==> src/rtl/adpll_seq.sv <==
// adpll_seq: bring-up sequencer that masters the adpll_ctr CPU bus.
// It programs the channel FCW, enables the ADPLL, polls lock status and
// reports lock, timeout or bad channel. It also performs a disable on request.
module adpll_seq #(
    parameter int unsigned             ADDR_W    = 5,
    parameter int unsigned             DATA_W    = 32,
    parameter int unsigned             FCW_ADDR  = 0,
    parameter int unsigned             EN_ADDR   = 1,
    parameter int unsigned             N_CH      = 40,
    parameter logic [DATA_W-1:0]       FCW_BASE  = 32'h0960_0000,
    parameter logic [DATA_W-1:0]       FCW_STEP  = 32'h0010_0000,
    parameter int unsigned             POLL_GAP  = 16,
    parameter int unsigned             MAX_POLLS = 1024
) (
    input  logic              clk,
    input  logic              rst,
    input  logic              start,
    input  logic              stop,
    input  logic [5:0]        channel,
    output logic              busy,
    output logic              done,
    output logic              locked,
    output logic              timeout,
    output logic              bad_ch,
    output logic              m_valid,
    output logic [ADDR_W-1:0] m_address,
    output logic [DATA_W-1:0] m_wdata,
    output logic              m_wstrb,
    input  logic [1:0]        m_rdata,
    input  logic              m_ready
);

    localparam int unsigned PW = $clog2(MAX_POLLS + 1);
    localparam int unsigned GW = $clog2(POLL_GAP + 1);

    typedef enum logic [2:0] {
        S_IDLE    = 3'd0,
        S_WR_FCW  = 3'd1,
        S_WR_EN   = 3'd2,
        S_GAP     = 3'd3,
        S_RD_LOCK = 3'd4,
        S_WR_DIS  = 3'd5
    } state_t;

    state_t            state;
    state_t            state_nxt;

    logic [5:0]        ch_q;
    logic [5:0]        ch_nxt;
    logic [PW-1:0]     poll_cnt;
    logic [PW-1:0]     poll_nxt;
    logic [GW-1:0]     gap_cnt;
    logic [GW-1:0]     gap_nxt;
    logic              tmo_pend;
    logic              tmo_pend_nxt;

    logic              busy_nxt;
    logic              done_nxt;
    logic              locked_nxt;
    logic              timeout_nxt;
    logic              bad_ch_nxt;
    logic              m_valid_nxt;
    logic [ADDR_W-1:0] m_address_nxt;
    logic [DATA_W-1:0] m_wdata_nxt;
    logic              m_wstrb_nxt;

    logic              xfer;
    logic              ch_bad;
    logic              rd_lock;
    logic [PW-1:0]     poll_inc;
    logic              poll_last;
    logic              gap_last;
    logic [DATA_W-1:0] fcw_in;
    logic [DATA_W-1:0] fcw_q;

    // Shared decode: handshake, channel range, counters and FCW arithmetic
    always_comb begin
        xfer      = m_valid & m_ready;
        ch_bad    = (32'(channel) >= N_CH);
        rd_lock   = (m_rdata == 2'b01);
        poll_inc  = poll_cnt + PW'(1);
        poll_last = (poll_inc == PW'(MAX_POLLS));
        gap_last  = (gap_cnt == GW'(POLL_GAP - 1));
        fcw_in    = FCW_BASE + DATA_W'(channel) * FCW_STEP;
        fcw_q     = FCW_BASE + DATA_W'(ch_q) * FCW_STEP;
    end

    // State and all registered outputs/datapath
    always_ff @(posedge clk) begin
        if (rst) begin
            state     <= S_IDLE;
            ch_q      <= '0;
            poll_cnt  <= '0;
            gap_cnt   <= '0;
            tmo_pend  <= 1'b0;
            busy      <= 1'b0;
            done      <= 1'b0;
            locked    <= 1'b0;
            timeout   <= 1'b0;
            bad_ch    <= 1'b0;
            m_valid   <= 1'b0;
            m_address <= '0;
            m_wdata   <= '0;
            m_wstrb   <= 1'b0;
        end else begin
            state     <= state_nxt;
            ch_q      <= ch_nxt;
            poll_cnt  <= poll_nxt;
            gap_cnt   <= gap_nxt;
            tmo_pend  <= tmo_pend_nxt;
            busy      <= busy_nxt;
            done      <= done_nxt;
            locked    <= locked_nxt;
            timeout   <= timeout_nxt;
            bad_ch    <= bad_ch_nxt;
            m_valid   <= m_valid_nxt;
            m_address <= m_address_nxt;
            m_wdata   <= m_wdata_nxt;
            m_wstrb   <= m_wstrb_nxt;
        end
    end

    // Next-state selection; stop has priority over start in IDLE
    always_comb begin
        state_nxt = state;
        case (state)
            S_IDLE: begin
                if (stop) begin
                    state_nxt = S_WR_DIS;
                end else if (start && !ch_bad) begin
                    state_nxt = S_WR_FCW;
                end
            end
            S_WR_FCW: begin
                if (xfer) state_nxt = S_WR_EN;
            end
            S_WR_EN: begin
                if (xfer) state_nxt = S_GAP;
            end
            S_GAP: begin
                if (gap_last) state_nxt = S_RD_LOCK;
            end
            S_RD_LOCK: begin
                if (xfer) begin
                    if (rd_lock) begin
                        state_nxt = S_IDLE;
                    end else if (poll_last) begin
                        state_nxt = S_WR_DIS;
                    end else begin
                        state_nxt = S_GAP;
                    end
                end
            end
            S_WR_DIS: begin
                if (xfer) state_nxt = S_IDLE;
            end
            default: state_nxt = S_IDLE;
        endcase
    end

    // Next values of registered outputs, bus request and counters
    always_comb begin
        ch_nxt        = ch_q;
        poll_nxt      = poll_cnt;
        gap_nxt       = gap_cnt;
        tmo_pend_nxt  = tmo_pend;
        done_nxt      = 1'b0;
        locked_nxt    = locked;
        timeout_nxt   = timeout;
        bad_ch_nxt    = bad_ch;
        m_valid_nxt   = m_valid;
        m_address_nxt = m_address;
        m_wdata_nxt   = m_wdata;
        m_wstrb_nxt   = m_wstrb;

        case (state)
            S_IDLE: begin
                if (stop) begin
                    locked_nxt   = 1'b0;
                    tmo_pend_nxt = 1'b0;
                end else if (start) begin
                    ch_nxt      = channel;
                    locked_nxt  = 1'b0;
                    timeout_nxt = 1'b0;
                    bad_ch_nxt  = 1'b0;
                    if (ch_bad) begin
                        bad_ch_nxt = 1'b1;
                        done_nxt   = 1'b1;
                    end else begin
                        // FCW request leaves together with the state change
                        m_valid_nxt   = 1'b1;
                        m_address_nxt = ADDR_W'(FCW_ADDR);
                        m_wdata_nxt   = fcw_in;
                        m_wstrb_nxt   = 1'b1;
                    end
                end
            end
            S_WR_FCW: begin
                if (xfer) begin
                    m_valid_nxt = 1'b0;
                end else if (!m_valid) begin
                    m_valid_nxt   = 1'b1;
                    m_address_nxt = ADDR_W'(FCW_ADDR);
                    m_wdata_nxt   = fcw_q;
                    m_wstrb_nxt   = 1'b1;
                end
            end
            S_WR_EN: begin
                if (xfer) begin
                    m_valid_nxt = 1'b0;
                    poll_nxt    = '0;
                    gap_nxt     = '0;
                end else if (!m_valid) begin
                    m_valid_nxt   = 1'b1;
                    m_address_nxt = ADDR_W'(EN_ADDR);
                    m_wdata_nxt   = DATA_W'(1);
                    m_wstrb_nxt   = 1'b1;
                end
            end
            S_GAP: begin
                gap_nxt = gap_last ? '0 : gap_cnt + GW'(1);
            end
            S_RD_LOCK: begin
                if (xfer) begin
                    m_valid_nxt = 1'b0;
                    poll_nxt    = poll_inc;
                    gap_nxt     = '0;
                    if (rd_lock) begin
                        locked_nxt = 1'b1;
                        done_nxt   = 1'b1;
                    end else if (poll_last) begin
                        // timeout is reported together with the done of the disable
                        tmo_pend_nxt = 1'b1;
                    end
                end else if (!m_valid) begin
                    m_valid_nxt   = 1'b1;
                    m_address_nxt = ADDR_W'(EN_ADDR);
                    m_wdata_nxt   = '0;
                    m_wstrb_nxt   = 1'b0;
                end
            end
            S_WR_DIS: begin
                if (xfer) begin
                    m_valid_nxt  = 1'b0;
                    done_nxt     = 1'b1;
                    timeout_nxt  = tmo_pend;
                    tmo_pend_nxt = 1'b0;
                end else if (!m_valid) begin
                    m_valid_nxt   = 1'b1;
                    m_address_nxt = ADDR_W'(EN_ADDR);
                    m_wdata_nxt   = '0;
                    m_wstrb_nxt   = 1'b1;
                end
            end
            default: begin
                m_valid_nxt = 1'b0;
            end
        endcase

        busy_nxt = (state_nxt != S_IDLE);
    end

endmodule

==> config.mk <==
export PLATFORM = sky130hd
export DESIGN_NAME = adpll_seq
export DESIGN_NICKNAME = d
export VERILOG_FILES = /design/src/rtl/adpll_seq.sv
export SDC_FILE = /design/constraint.sdc
export NUM_CORES = 1
export LEC_CHECK = 0
export CAP_MARGIN = 40
export CORE_UTILIZATION = 45
export CTS_CLUSTER_DIAMETER = 80
export DETAILED_ROUTE_END_ITERATION = 8
export PLACE_DENSITY = 0.83
export SETUP_SLACK_MARGIN = 0.4
export SLEW_MARGIN = 10
export SYNTH_ARGS = -nofsm -noshare
export SYNTH_HDL_FRONTEND = slang
export SYNTH_SLANG_ARGS = --single-unit
==> constraint.sdc <==
create_clock -name clk -period 1.7 [get_ports clk]
set_input_delay 0.34 -clock clk [delete_from_list [all_inputs] [get_ports clk]]
set_output_delay 0.34 -clock clk [all_outputs]
set_load 0.02 [all_outputs]
# ---- Word level (Yosys, flattened, before mapping)
# Cells that the tools add are included.
dict set report totals {
  regBits 70
  in_bits 13
  output_inout_bits 44
  word_cells 146
}
dict set report classes {
  n_addsub 4
  n_lt_le_gt_ge 1
  eq_ne 32
  n_mux 65
  bitwise 3
  reduce_logical 27
}
# operator n
set op_table {}
lappend op_table {{32-bit two-way mux} 9}
lappend op_table {{32-bit one-hot mux with 4 select lines} 1}
lappend op_table {{28-bit by 26-bit adder with 29-bit output (first input constant)} 2}
lappend op_table {{5-bit two-way mux} 9}
lappend op_table {{2-bit inequality test (second input constant)} 22}
lappend op_table {{3-bit two-way mux} 9}
lappend op_table {{1-bit two-way mux} 25}
lappend op_table {{11-bit two-way mux} 2}
lappend op_table {{11-bit one-hot mux with 2 select lines} 1}
lappend op_table {{3-bit one-hot mux with 6 select lines} 1}
lappend op_table {{8-bit AND reduction} 2}
lappend op_table {{5-bit one-hot mux with 3 select lines} 1}
lappend op_table {{1-bit one-hot mux with 3 select lines} 4}
lappend op_table {{4-bit AND reduction} 3}
lappend op_table {{3-bit nonzero test} 4}
lappend op_table {{11-bit by 1-bit adder with 11-bit output (second input constant)} 1}
lappend op_table {{11-bit == test (second input constant)} 1}
lappend op_table {{5-bit one-hot mux with 2 select lines} 1}
lappend op_table {{10-bit AND reduction} 1}
lappend op_table {{2-bit nonzero test} 4}
lappend op_table {{3-bit by 2-bit == test with 1-bit output (second input constant)} 2}
lappend op_table {{3-bit == test (second input constant)} 2}
lappend op_table {{6-bit greater-or-equal comparator (second input constant)} 1}
lappend op_table {{3-bit AND reduction} 2}
lappend op_table {{18 further kinds} 22}

# ---- Depth between registers and ports, before layout
# Gate-level depths: netlist of run 1.
dict set report depth {
  depth_word 7
  ltp_mapped 10
  mapped_depth_nobuf 9
}

# ---- Least setup slack after synthesis of run 1
# Ideal clock, no wire load.
dict set report synth_timing {
  path_type {register -> register}
  start {reg state[2]}
  end {reg m_wdata[25]}
  setup_time_ps 74
  arrival_time_ps 1746
  t_required_ps 1626
  path_slack_ps -121
  path_stages_with_launch 11
  n_path_buf 1
  synth_period_minus_slack_ps 1821
  cell_sequence {dfxtp_1 buf_2 nor2_1 nand2_2 mux2i_1 ha_1 inv_1 a21oi_1 xnor2_1 mux2i_1 o21ai_0}
}
dict set report synth_via {
  elab_chain_len 4
  word_cells_on_any_way 18
  classes_between {eq/ne: 13; mux: 1; reduce/logical: 4}
}
# element line
set synth_lines {}
lappend synth_lines {{start, declared} 45} ;# state_t state;
lappend synth_lines {{start signal, assigned} 106} ;# state <= state_nxt;
lappend synth_lines {{3-bit == test} 176} ;# case (state)
lappend synth_lines {{2-bit OR reduction (no line)} n/a}
lappend synth_lines {{2-bit inequality test (no line) or 4-bit nonzero test (tied branches)} n/a}
lappend synth_lines {{10-bit AND reduction (no line)} n/a}
lappend synth_lines {{end signal, assigned} 118} ;# m_wdata <= m_wdata_nxt;
lappend synth_lines {{end, declared} 27} ;# output logic [DATA_W-1:0] m_wdata,
# Parallel ways exist; a longest one is shown, timed or not.
# A chain may end at the register's enable or synchronous reset.

# ---- Worst setup path after layout of run 1
dict set report layout_timing {
  start {reg state[0]}
  end {reg m_wdata[25]}
}
# Same word-level chain as after synthesis.

==> results.cfg, run 1 <==
[final_layout]
antenna_cells = 0
final_common_cell = buf_4
finish.utilization_pct = 75.4
syn2layout_area_growth_pct = 58.9
fin_nets = 426
mostFrequentLayoutCells = buf_4, nor2_1, dfxtp_1, conb_1
layout-drive-gt1-share_pct = 43.8

[grt]
grt_overflow = 0
antenna_found_initial = 0
gr-usage-all-layers_pct = 24.9
grt_max_degree = 32
grt_pass1_vias = 2583
grt_pass1_wl_um = 11800

[placement]
gp_congestion = 0.890
port_buffers = 29
dpl.hpwl_um = 4440

[route]
vias = 2687
drtIter0Drc = 121
wl_per_cell_um = 17.0
drt-pass1-iter-count = 4
routed_wl_um = 8190
drc_errors = 0
routed-wl-met3_um = 426
vias_per_cell = 5.59
antenna_left = 0
top_layer = met4
met2RoutedLength_um = 4420
met1_length_um = 3020

[worst_setup_path]
crit_start = state[0]$_SDFF_PP0_
cp.arrival_ns = 1.89
rr_startpoint = state[0]$_SDFF_PP0_
end_kind = register
cp.required_ns = 1.93
path_class = register to register
cp_max_fo = 5
ff2ff_path_depth = 9
critPathLaunchType = register

[timing]
rsz0062_at_grt = yes
fin_skew_ns = 0.00879
hold_viol_final = 0
fin_crit_sh_pct = 98.0
slew_viol_final = 0
period_minus_slack_ns = 1.67
fmax_mhz = 600
finalSetupViolations = 0

[clock_tree]
root_buffer = clkbuf_8
ctsHtreeMaxLevel = 2
cts_num_sinks = 43
cts_tree = done
numCtsBuffers = 5
ctsLongestPathBuffers = 2
cts_hold_buf = 0
clkLatencyLatePin_ns = 0.30
clk_pin_slew_ns = 0.09

[yosys]
postSynthAreaPerCell_um2 = 7.94
synth_edf_count = 0
ys_warn_count = 0
ys_seq_area_share_pct = 34.9
synth-async-reset-ratio_pct = 0
yosys.cell_types.count = 52
netlist_instances = 311
synth_flop_cell = dfxtp_1
synth-seq-cells = 43
syn_area_um2 = 2470

[outcome]
outcome = completed

[flow_run]
cap_violations = 0

[floorplan]
num_io_pins = 57
die_w_um = 76.1
initial_utilization_pct = 47.5
core_um2 = 5200
rows = 26
die-area_um2 = 5790
die-height_um = 76.1

[power_and_ir_drop]
total_power_uw = 3210
ir_drop_mv = 0.630
p_per_area_nw_per_um2 = 817
leakage_uw = 0.00161

[min_path]
hp-class = register to register
hold_start = m_address[0]$_SDFFE_PP0P_
worstHoldPathCells = 2
[worst max-delay path, stage by stage, from the launching register on]
cell     delay, ns
dfxtp_2       0.37
buf_12        0.16
nand2_8       0.08
mux2i_4       0.22
ha_2          0.21
inv_2         0.05
a21oi_2       0.14
xnor2_1       0.14
mux2i_1       0.09
o21ai_1       0.13
[final cells by class]
cell class,count,area [um2]
Inverter,7,26.3
Tap cell,70,87.6
Timing Repair Buffer,107,968
Fill cell,353,1280
Sequential cell,43,900
Clock buffer,7,97.6
Clock inverter,1,6.26
Multi-Input combinational cell,246,1840
[repair_timing]
item | CTS | global route
endpoints found under the hold margin | 0 | 0
cloned | 3 | 1
gates resized for setup | 94 | 68
setup endpoints to repair | 60 | 57
pin swaps | 27 | 21
setup buffers | 18 | 20
[Yosys cell counts (all sizes together), types with 2 or more instances]
cell type / number / area share (%)
xor2: 2 / 0.71
nand3b: 3 / 0.91
nor3b: 2 / 0.61
dfxtp: 43 / 35
xnor2: 6 / 2.1
and3: 4 / 1.0
nand2b: 5 / 1.3
o22ai: 2 / 0.76
clkbuf: 8 / 1.3
o21a: 4 / 1.2
a21oi: 26 / 5.3
inv: 6 / 0.91
and2: 3 / 0.76
a31oi: 4 / 1.0
or3: 7 / 1.8
nor2: 41 / 6.2
a211oi: 3 / 0.91
nand2: 18 / 2.8
mux2i: 14 / 5.7
nand3: 12 / 2.6
nor2b: 6 / 1.5
nor3: 11 / 2.6
nand4: 3 / 0.76
buf: 34 / 9.7
o211ai: 2 / 0.61
a22oi: 4 / 1.2
o32ai: 2 / 0.71
o21ai: 17 / 3.4
nor4: 2 / 0.51
ha: 3 / 1.5
[kinds of logic after synthesis]
family                     count (synthesis)  synth area share (%)
AOI/OAI and AO/OA                         73                  18.4
xor gates and xnor gates                   8                  2.84
adders and majority gates                  3                  1.52
buffers and inverters                     49                  12.0
DFF                                       43                  34.9
muxes                                     14                  5.67
other                                      1                 0.152
and+or+nand+nor                          120                  24.5
[final timing paths]
| path | end | slack [ns] |
|---|---|---|
| worst min-delay path | m_address[0]$_SDFFE_PP0P_ | 0.47 |
| worst min register to register | m_address[0]$_SDFFE_PP0P_ | 0.47 |
| worst max-delay path | m_wdata[25]$_SDFFE_PP0P_ | 0.03 |
| worst max register to register | m_wdata[25]$_SDFFE_PP0P_ | 0.03 |
[flip-flops by register name, indices dropped and copies added, names as in the netlist]
register	cells
busy	1
timeout	1
m_wstrb	1
bad_ch	1
done	1
poll_cnt	11
state	3
locked	1
m_wdata	9
tmo_pend	1
m_address	1
m_valid	1
ch_q	6
gap_cnt	5
[layer usage]
layer	vias to the layer above	GRT usage (%)
met5	-	0
met4	0	9.23
met3	33	4.79
met2	118	46.5
met1	1284	27.9
li1	1252	-
[power breakdown]
group / switching [uW] / internal [uW] / total [uW]
sequential: 76.9 / 1080 / 1150
combinational: 683 / 621 / 1300
clock: 370 / 381 / 750
total: 1130 / 2080 / 3210
[metrics by stage]
stage / setup slack, ns / area (um2) / hold slack, ns / std cells / TNS, ns
final: 0.0340 / 3930 / 0.466 / 481 / 0
after global routing: -0.0701 / 3930 / 0.486 / 481 / -0.0701
after global placement: -0.168 / 3110 / 0.444 / 431 / -3.15
after CTS: 0.0639 / 3600 / 0.467 / 460 / 0
after detailed placement: -0.249 / 3110 / 0.451 / 431 / -4.70
after floorplan: 0.0660 / 2720 / 0.419 / 337 / 0
No activity file was read; power rests on OpenSTA's default activity.
==> run 2, diff against run 1 <==
- SETUP_SLACK_MARGIN: 0.4 -> unset
==> results.cfg, run 2 (synthesis results as in run 1) <==
[outcome]
outcome = completed

[timing]
fin_ws_ns = 0.0713
fin_crit_sh_pct = 95.8
fin_skew_ns = 0.00848
tns_ns = 0
period_minus_slack_ns = 1.63
rsz0062_at_grt = yes
hold_viol_final = 0
finalSetupViolations = 0
slew_viol_final = 0
fmax_mhz = 614

[floorplan]
num_io_pins = 57
die-height_um = 76.1
die-area_um2 = 5790
initial_utilization_pct = 47.5
rows = 26
die_w_um = 76.1
core_um2 = 5200

[power_and_ir_drop]
ir_drop_mv = 0.522
p_per_area_nw_per_um2 = 918
total_power_uw = 2920
leakage_uw = 0.00129

[worst_setup_path]
cp.required_ns = 1.89
cp.arrival_ns = 1.82
r2r-end = state[2]$_SDFF_PP0_
reg2reg_slack_ns = 0.08
ff2ff_path_depth = 7
end_kind = register
rr_startpoint = state[1]$_SDFF_PP0_
path_class = input pin to register
critPathLaunchType = input pin
cp_max_fo = 7

[final_layout]
final_common_cell = nor2_1
multi_input_area_um2 = 1470
layout-drive-gt1-share_pct = 18.3
largest_register = poll_cnt
top_regs = poll_cnt (11), m_wdata (9), ch_q (6)
largest_reg_flops = 11
mostFrequentLayoutCells = nor2_1, dfxtp_1, buf_4, conb_1, clkdlybuf4s50_1
final_cells = 442
antenna_cells = 0
seq_area_um2 = 870
fin_nets = 388
n_fill_cell = 463
syn2layout_area_growth_pct = 28.6

[clock_tree]
ctsHtreeMaxLevel = 2
cts_hold_buf = 0
clk_pin_slew_ns = 0.08
root_buffer = clkbuf_8
numCtsBuffers = 5
ctsLongestPathBuffers = 2
cts_num_sinks = 43
clkLatencyLatePin_ns = 0.30
cts_tree = done

[route]
drt-pass1-iter-count = 4
drc_errors = 0
wl_per_cell_um = 13.9
vias_per_cell = 5.30
antenna_left = 0
vias = 2344
drtIter0Drc = 133
routed_wl_um = 6130

[placement]
port_buffers = 29
dp_cells = 434
place_worst_setup_slack_ns = -0.288
dpl.hpwl_um = 4360
gp_congestion = 0.863

[min_path]
worstHoldPathCells = 2
min_to = m_address[0]$_SDFFE_PP0P_
hp-class = register to register
hold_start = m_address[0]$_SDFFE_PP0P_

[grt]
antenna_found_initial = 0
grt_pass1_vias = 2241
grt_overflow = 0
grt_pass1_wl_um = 10100
grt_max_degree = 32
gr-usage-all-layers_pct = 21.5

[flow_run]
cap_violations = 0
-- run 2: cell count changes in the layout (fill, tap and decap cells not counted), sizes merged --
| cell | delta |
|---|---|
| buf | -37 |
| clkdlybuf4s50 | +23 |
| clkbuf | -15 |
| dlygate4sd2 | -4 |
| clkdlybuf4s15 | -3 |
| dlymetal6s2s | -2 |
| a21o | -1 |
| bufinv | +1 |
| inv | -1 |
-- run 2: area by class of cell --
| class | count | area share (%) |
|---|---|---|
| Inverter | 7 | 0.827 |
| Tap cell | 70 | 2.76 |
| Clock buffer | 6 | 2.28 |
| Multi-Input combinational cell | 245 | 46.3 |
| Timing Repair Buffer | 70 | 19.5 |
| Sequential cell | 43 | 27.4 |
| Clock inverter | 1 | 0.945 |
-- run 2: worst max-delay path by stage --
| stage | from | end | slack (ns) | depth (start not counted) |
|---|---|---|---|---|
| after CTS | channel[3] | busy$_SDFF_PP0_ | 0.01 | 5 |
| final | channel[4] | m_wdata[24]$_SDFFE_PP0P_ | 0.07 | 8 |
| after global placement | channel[3] | busy$_SDFF_PP0_ | -0.24 | 5 |
| after global routing | channel[4] | m_wstrb$_SDFFE_PP0P_ | -0.03 | 8 |
| after detailed placement | channel[3] | busy$_SDFF_PP0_ | -0.29 | 5 |
| after floorplan | state[0]$_SDFF_PP0_ | m_wdata[25]$_SDFFE_PP0P_ | 0.009 | 10 |
-- run 2: power by group --
group	total, uW	internal (uW)	switching (uW)
combinational	977	445	532
sequential	1140	1080	59.8
clock	795	431	364
total	2920	1960	956
-- run 2: per-stage QoR --
step	utilization [%]	hold WS [ns]	instance area, um2
after floorplan	-	0.419	2600
after global placement	57.8	0.441	3010
after detailed placement	57.8	0.446	3010
after CTS	59.8	0.465	3110
after global routing	61.0	0.482	3180
final	61.0	0.458	3180
-- run 2: per-layer routing --
metal,track usage [%],share of wire (%),up-vias
met5,0,0,-
met4,8.46,1.9,0
met3,4.31,5.2,12
met2,37.9,51,76
met1,25.6,42,1086
li1,-,-,1170
-- run 2: worst max-delay path: stages --
cell and delay (ns):
clkdlybuf4s50_1 0.44, buf_4 0.15, o21a_1 0.19, nor2_1 0.18, a21oi_1 0.12, buf_4 0.17, a22oi_1 0.18, nor2_1 0.06
-- run 2: timing repair --
action | 4_1_cts | 5_1_grt
setup buffers | 0 | 1
pin swaps | 0 | 4
setup endpoints to repair | 1 | 22
gates resized for setup | 1 | 19
